[src/rtl/led_stripe_if.sv]
`default_nettype none
// ============================================================================
// Module      : led_stripe_if
// Description : Word handshake bundle between the LED stripe decoder and its
//               consumer (decoded colour word, valid, ready).
// Revision    : 1.0 - initial release
// ============================================================================
interface led_stripe_if #(
    parameter int BITS_PER_LED = 24
);
    logic [BITS_PER_LED-1:0] data_out;
    logic                    data_valid;
    logic                    data_ready;

    // Decoder side produces words
    modport master (
        output data_out,
        output data_valid,
        input  data_ready
    );

    // Consumer side accepts words
    modport slave (
        input  data_out,
        input  data_valid,
        output data_ready
    );
endinterface
`default_nettype wire

[src/rtl/led_stripe_decoder.sv]
`default_nettype none
// ============================================================================
// Module      : led_stripe_decoder
// Description : Single-wire NRZ (WS2812-style) receiver. Measures high-pulse
//               widths on the synchronised line, shifts decoded bits MSB
//               first into colour words, hands words out over valid/ready
//               and flags frame ends on the long low reset gap.
// Revision    : 1.0 - initial release
// ============================================================================
module led_stripe_decoder #(
    parameter int BITS_PER_LED = 24,
    parameter int MIN_HIGH     = 4,
    parameter int BIT_THRESH   = 15,
    parameter int MAX_HIGH     = 40,
    parameter int RESET_CYC    = 1250
) (
    input  logic         clk,
    input  logic         rst,
    input  logic         led_stripe_pin,
    led_stripe_if.master bus,
    output logic         frame_end,
    output logic [15:0]  led_count,
    output logic         pulse_error
);

    localparam int c_hcnt_w = $clog2(MAX_HIGH + 1);
    localparam int c_lcnt_w = $clog2(RESET_CYC + 1);
    localparam int c_bcnt_w = $clog2(BITS_PER_LED + 1);

    localparam logic [c_hcnt_w-1:0] c_hcnt_one  = c_hcnt_w'(1);
    localparam logic [c_hcnt_w-1:0] c_hcnt_min  = c_hcnt_w'(MIN_HIGH);
    localparam logic [c_hcnt_w-1:0] c_hcnt_thr  = c_hcnt_w'(BIT_THRESH);
    localparam logic [c_hcnt_w-1:0] c_hcnt_last = c_hcnt_w'(MAX_HIGH - 1);
    localparam logic [c_hcnt_w-1:0] c_hcnt_max  = c_hcnt_w'(MAX_HIGH);
    localparam logic [c_lcnt_w-1:0] c_lcnt_one  = c_lcnt_w'(1);
    localparam logic [c_lcnt_w-1:0] c_lcnt_last = c_lcnt_w'(RESET_CYC - 1);
    localparam logic [c_lcnt_w-1:0] c_lcnt_full = c_lcnt_w'(RESET_CYC);
    localparam logic [c_bcnt_w-1:0] c_bcnt_one  = c_bcnt_w'(1);
    localparam logic [c_bcnt_w-1:0] c_bcnt_full = c_bcnt_w'(BITS_PER_LED);

    typedef enum logic [1:0] {
        S_SYNC = 2'd0,
        S_IDLE = 2'd1,
        S_HIGH = 2'd2,
        S_LOW  = 2'd3
    } state_t;

    state_t                  r_state;
    logic                    r_sync_meta;
    logic                    r_ls;
    logic                    r_ls_d;
    logic [c_hcnt_w-1:0]     r_hcnt;
    logic [c_lcnt_w-1:0]     r_lcnt;
    logic [c_bcnt_w-1:0]     r_bcnt;
    logic [BITS_PER_LED-1:0] r_shift;
    logic [BITS_PER_LED-1:0] r_data_out;
    logic                    r_data_valid;
    logic                    r_frame_end;
    logic                    r_pulse_error;
    logic [15:0]             r_led_count;
    logic                    r_new_frame;   // next decoded bit starts a fresh frame

    logic w_rise;
    logic w_fall;

    // Two-flop synchroniser for the asynchronous line plus a delay tap for edges
    always_ff @(posedge clk) begin
        if (rst) begin
            r_sync_meta <= 1'b0;
            r_ls        <= 1'b0;
            r_ls_d      <= 1'b0;
        end else begin
            r_sync_meta <= led_stripe_pin;
            r_ls        <= r_sync_meta;
            r_ls_d      <= r_ls;
        end
    end

    assign w_rise = r_ls & ~r_ls_d;
    assign w_fall = ~r_ls & r_ls_d;

    // Pulse-width FSM, bit shifter, word commit and output handshake
    always_ff @(posedge clk) begin
        if (rst) begin
            r_state       <= S_SYNC;
            r_hcnt        <= '0;
            r_lcnt        <= '0;
            r_bcnt        <= '0;
            r_shift       <= '0;
            r_data_out    <= '0;
            r_data_valid  <= 1'b0;
            r_frame_end   <= 1'b0;
            r_pulse_error <= 1'b0;
            r_led_count   <= '0;
            r_new_frame   <= 1'b0;
        end else begin
            r_frame_end   <= 1'b0;
            r_pulse_error <= 1'b0;

            if (r_data_valid && bus.data_ready) begin
                r_data_valid <= 1'b0;
            end

            case (r_state)
                S_SYNC: begin
                    // Any high restarts the hunt for a full reset gap
                    r_hcnt <= '0;
                    if (r_ls) begin
                        r_lcnt <= '0;
                    end else if (r_lcnt >= c_lcnt_last) begin
                        r_lcnt      <= '0;
                        r_new_frame <= 1'b1;
                        r_state     <= S_IDLE;
                    end else begin
                        r_lcnt <= r_lcnt + c_lcnt_one;
                    end
                end

                S_IDLE: begin
                    if (w_rise) begin
                        r_hcnt  <= c_hcnt_one;
                        r_state <= S_HIGH;
                    end
                end

                S_HIGH: begin
                    if (w_fall) begin
                        r_lcnt  <= c_lcnt_one;
                        r_state <= S_LOW;
                        if (r_hcnt < c_hcnt_min) begin
                            r_pulse_error <= 1'b1;
                        end else begin
                            r_shift <= {r_shift[BITS_PER_LED-2:0], (r_hcnt >= c_hcnt_thr)};
                            if (r_bcnt != c_bcnt_full) begin
                                r_bcnt <= r_bcnt + c_bcnt_one;
                            end
                            if (r_new_frame) begin
                                r_led_count <= '0;
                                r_new_frame <= 1'b0;
                            end
                        end
                    end else if (r_hcnt >= c_hcnt_last) begin
                        // Over-long high: drop the partial word and resynchronise
                        r_hcnt        <= c_hcnt_max;
                        r_pulse_error <= 1'b1;
                        r_shift       <= '0;
                        r_bcnt        <= '0;
                        r_lcnt        <= '0;
                        r_state       <= S_SYNC;
                    end else begin
                        r_hcnt <= r_hcnt + c_hcnt_one;
                    end
                end

                S_LOW: begin
                    if (w_rise) begin
                        r_hcnt  <= c_hcnt_one;
                        r_state <= S_HIGH;
                    end else if (r_lcnt >= c_lcnt_last) begin
                        r_lcnt      <= c_lcnt_full;
                        r_frame_end <= 1'b1;
                        r_new_frame <= 1'b1;
                        r_state     <= S_IDLE;
                        if (r_bcnt != '0) begin
                            r_pulse_error <= 1'b1;
                            r_bcnt        <= '0;
                        end
                    end else begin
                        r_lcnt <= r_lcnt + c_lcnt_one;
                    end
                end

                default: begin
                    r_state <= S_SYNC;
                end
            endcase

            // A full word was shifted in last cycle: hand it out or flag overflow
            if (r_bcnt == c_bcnt_full) begin
                r_bcnt <= '0;
                if (r_led_count != 16'hFFFF) begin
                    r_led_count <= r_led_count + 16'd1;
                end
                if (r_data_valid && !bus.data_ready) begin
                    r_pulse_error <= 1'b1;
                end else begin
                    r_data_out   <= r_shift;
                    r_data_valid <= 1'b1;
                end
            end
        end
    end

    assign bus.data_out   = r_data_out;
    assign bus.data_valid = r_data_valid;
    assign frame_end      = r_frame_end;
    assign led_count      = r_led_count;
    assign pulse_error    = r_pulse_error;

endmodule
`default_nettype wire
[src/flat_wrapper.sv]
// flat-port wrapper written by rule: the top's interface ports become plain ports
module led_stripe_decoder_flat 
#(
    parameter int BITS_PER_LED = 24,
    parameter int MIN_HIGH     = 4,
    parameter int BIT_THRESH   = 15,
    parameter int MAX_HIGH     = 40,
    parameter int RESET_CYC    = 1250
)
  (clk, rst, led_stripe_pin, frame_end, led_count, pulse_error, bus_data_out, bus_data_valid, bus_data_ready);
  led_stripe_if #(.BITS_PER_LED(BITS_PER_LED)) bus_i ();
  input  logic clk;
  input  logic rst;
  input  logic led_stripe_pin;
  output logic frame_end;
  output logic [15:0] led_count;
  output logic pulse_error;
  output wire logic [$bits(bus_i.data_out)-1:0] bus_data_out;
  output wire logic [$bits(bus_i.data_valid)-1:0] bus_data_valid;
  input wire logic [$bits(bus_i.data_ready)-1:0] bus_data_ready;
  assign bus_data_out = bus_i.data_out;
  assign bus_data_valid = bus_i.data_valid;
  assign bus_i.data_ready = bus_data_ready;
  led_stripe_decoder #(.BITS_PER_LED(BITS_PER_LED), .MIN_HIGH(MIN_HIGH), .BIT_THRESH(BIT_THRESH), .MAX_HIGH(MAX_HIGH), .RESET_CYC(RESET_CYC)) u_core (.clk(clk), .rst(rst), .led_stripe_pin(led_stripe_pin), .bus(bus_i), .frame_end(frame_end), .led_count(led_count), .pulse_error(pulse_error));
endmodule
[config.mk]
export PLATFORM = sky130hd
export DESIGN_NAME = led_stripe_decoder_flat
export DESIGN_NICKNAME = d
export VERILOG_FILES = /design/src/rtl/led_stripe_if.sv /design/src/rtl/led_stripe_decoder.sv /design/src/flat_wrapper.sv
export SDC_FILE = /design/constraint.sdc
export NUM_CORES = 1
export LEC_CHECK = 0
export ABC_CLOCK_PERIOD_IN_PS = 5000
export BUFFER_PORTS_ARGS = -buffer_cell sky130_fd_sc_hd__buf_4
export CORE_AREA = 3 3 85 95
export DETAILED_ROUTE_END_ITERATION = 10
export DIE_AREA = 0 0 88 98
export MAX_ROUTING_LAYER = met4
export PLACE_DENSITY = 0.83
export SKIP_LAST_GASP = 1
export SLEW_MARGIN = 20
export SYNTH_ARGS = -nofsm -noshare
export SYNTH_HDL_FRONTEND = slang
export SYNTH_SLANG_ARGS = --single-unit
[constraint.sdc]
create_clock -name clk -period 5 [get_ports clk]
set_clock_uncertainty 0.1 [all_clocks]
set_input_delay 0 -clock clk [delete_from_list [all_inputs] [get_ports clk]]
set_output_delay 0 -clock clk [all_outputs]
set_load 0.02 [all_outputs]
==> flow_results.org <==
** Final layout
- Most common cell after layout, fill and taps aside :: dfxtp_1
- Signed area change from the synthesized netlist to the final layout :: 13.4%
- 0 antenna diodes ended up in the layout.
- The final layout contains 565 nets.
- In the layout the commonest cells are dfxtp_1, nand2_1, a21oi_1.
- Non-Filler Instances :: 645
- In the final layout, the share of cells above drive strength 1 is roughly 13%.

** Clocking
- The number of gates resized after CTS was 0.
- For the worst-skew pair, the clock arrives at the later sink with an insertion delay of between 0.3 and 0.4 ns.
- Number of buffers added by the clock tree synthesis step :: 9
- Reg clk slew, reported paths :: approximately 0.1 ns
- Number of clock sinks seen by CTS :: 95
- TritonCTS built the clock tree.
- Worst-case clock buffer depth :: 2
- Deepest level of the CTS H-tree :: 3
- CTS Root Buffer Type :: clkbuf_8

** Status
- The run finished with clean final reports.

** Placed design
- Gp weighted congestion :: 0.846
- Cell total after placement :: around 630
- Final HPWL from detailed placement :: about 6.4 mm
- Number of buffer cells added on primary ports :: 46

** GRT
- Entering global routing, the biggest net connects just over 80 pins.
- The initial antenna violation count was 0.
- Global-route wire length before repair :: ~16 mm
- Global routing used between 20% and 30% of the available tracks.
- GR Overflow Total :: 0
- Via count of the first global-routing pass :: around 3700

** Die
- The die covers 8620 um^2.
- After floorplanning, the core was divided into 32 placement rows.
- The die is slightly below 90 um wide.
- The initial utilization of the core area, before any placement, comes to about 61%.
- Die Span Y :: 98 um
- The core region is 7090 um^2.
- During I/O placement, the number of pins put on the boundary was 47.

** Pwr
- In this run the static leakage power is 1.73 nW.
- IR analysis of the VDD net gives a maximum drop of 183 uV.
- Total power per unit cell area :: 277 nW/um^2

** Synthesis
- Biggest area consumer among synthesized cells :: dfxtp_1
- Summing every instance area after synthesis gives between 4000 and 5000 um^2.
- Area fraction in compound gates after synthesis :: 22.6%
- Share of synthesized area occupied by flip-flops and latches :: between 40 and 50%
- Counting flops with a built-in enable in the synthesized netlist gives 0.
- Adder-cell share of the synthesized area :: under 10%
- Yosys warning count :: 0
- Share of synthesized area spent on multiplexers :: under 10%
- Number of instances in the synthesized netlist :: approximately 530
- The synthesized design contains between 90 and 100 register bits.
- When the netlist entered floorplanning its net count stood at roughly 540.
- Number of unique standard cell types used by synthesis :: a little under 60
- Leading post-synthesis cells by cell area :: dfxtp_1, nand2_1, a21oi_1
- Top cell type's share of synthesized area :: approximately 44%
- Of all flip-flops after synthesis, the portion carrying an async set or reset was 0%.
- Dominant synthesized flop cell :: dfxtp_1
- Each instance of the synthesized netlist takes up on average slightly above 8 um^2.
- Parity-gate share of the synthesized area counting xor and xnor cells :: less than 1%
- Summing the areas of all and, or, nand and nor instances in the mapped netlist gives around a quarter of the synthesized area.
- By area, the combinational part of the netlist is dominated by simple AND/OR/NAND/NOR gates.

** Setup path
- Element type at the critical path end :: flop
- Crit Path Category :: flop to flop
- Critical path launch point type :: flop
- Worst Path Max Fanout :: 18
- Critical path data arrival time :: 2.55 ns
- Data on the critical path is required at its endpoint by between 5 and 6 ns.

** Timing
- Number of endpoints with negative hold slack in the final report :: 0
- Final count of pins violating max slew :: 0
- Setup violators final :: 0
- For the final routed database, the setup TNS stands at 0 ns.
- Post-layout min period :: roughly 2.4 ns
- Timing-limited maximum frequency :: between 400 and 500 MHz
- Share of the clock period used by the worst path :: roughly 47%
- For the pin with the worst max-slew slack, the measured transition is about 0.83 ns.
- Setup repair after global routing left no endpoint under its margin.
- Remaining max-slew budget at the tightest pin :: between 40 and 50%

** Job
- Max-cap violations in this run came to 0.

** Hold path
- Classification of the worst-slack hold path :: primary input to flop

** Drt
- Across all layers, the routed design uses between 3000 and 4000 vias.
- In the final routed layout, each cell accounts on average for between 10 and 15 um.
- Initial drt markers :: 239
- Remaining antenna violation count after routing :: 0
- DR DRC count :: 0
- The first TritonRoute pass finished after 5 iterations.
- After detailed routing, the number of vias per cell comes to approximately 6.1.
- Wires add up to 9.64 mm.
-- final timing paths --
path / slack, ns / end / from / cells past startpoint
worst max-delay path: 2.64 / u_core.r_lcnt[3]$_SDFFE_PP0P_ / u_core.r_lcnt[1]$_SDFFE_PP0P_ / 7
worst min-delay path: 0.12 / u_core.r_shift[8]$_SDFFE_PP0P_ / rst / 2
worst max register to register: 2.64 / u_core.r_lcnt[3]$_SDFFE_PP0P_ / u_core.r_lcnt[1]$_SDFFE_PP0P_ / 7
worst min register to register: 0.35 / u_core.r_ls$_SDFF_PP0_ / u_core.r_sync_meta$_SDFF_PP0_ / 1
-- repair_timing --
item | 4_1_cts | 5_1_grt
hold endpoints to repair | 2 | 0
buffers inserted | 0 | 0
hold buffers | 2 | 0
-- final cells by class --
cell class                 count  area, um^2
fill                         595        2210
multi-input combinational    382        2210
sequential                    95        1900
timing repair buffer          51         388
clock buffer                   9         124
tap                           85         106
clock inverter                 7        82.6
inverter                      16        60.1
-- critical path, cell delays in order (launching register included) --
cell and delay [ns]:
dfxtp_1 0.49, inv_1 0.08, ha_1 0.21, nor4_4 0.23
a211oi_4 0.21, or2_1 0.33, or4b_1 0.50, a21oi_1 0.15
-- kinds of logic after synthesis --
kind of cell               Yosys count
xor gates and xnor gates             2
DFF                                 95
muxes                                6
and+or+nand+nor                    218
buffers and inverters               48
adders and majority gates            6
AOI/OAI and AO/OA                  150
-- layer usage --
metal  up-vias  track usage (%)  part of all wire [%]
li1       1946                -                     -
met1      1845             29.9                    44
met2       115             37.5                    49
met3        16             3.46                   5.1
met4         0             10.0                   1.7
met5         -                -                     0
-- Yosys cell counts, types with 6 or more instances --
cell type   n
a21oi_1    55
a22oi_1    25
and3_1      7
clkbuf_1   25
dfxtp_1    95
ha_1        6
inv_1      16
mux2i_1     6
nand2_1    86
nand3_1    23
nor2_1     42
nor2b_1     8
nor3_1     12
o211ai_1    7
o21ai_0    11
o21ai_1    15
or3_1       7
-- state kept, by name (all words and copies together) (netlist names) --
signal and flops:
u_core.led_count 16, u_core.r_lcnt 11, u_core.r_state 2, u_core.pulse_error 1, u_core.bus.data_valid 1, u_core.r_ls_d 1, u_core.r_bcnt 5, u_core.r_ls 1
u_core.r_hcnt 6, u_core.r_shift 24, u_core.frame_end 1, u_core.r_sync_meta 1, u_core.bus.data_out 24, u_core.r_new_frame 1
-- per-stage QoR --
step | total power, mW | setup WS [ns] | util (%) | cell area [um^2] | hold slack [ns]
6_report | 1.35 | 2.64 | 68.8 | 4870 | 0.122
5_1_grt | 1.40 | 2.52 | 68.8 | 4870 | 0.128
4_1_cts | 1.36 | 2.45 | 68.6 | 4860 | 0.0855
3_5_place_dp | 0.844 | 2.48 | 65.4 | 4640 | 0.135
3_3_place_gp | 0.843 | 2.56 | 65.4 | 4640 | 0.131
2_1_floorplan | 0.832 | 2.95 | - | 4300 | 0.0282
-- where the power goes --
group          switching [mW]  internal (mW)
clock                   0.284          0.237
sequential             0.0101          0.761
combinational          0.0372         0.0228
Note: power is estimated with default switching activity, not from simulation.
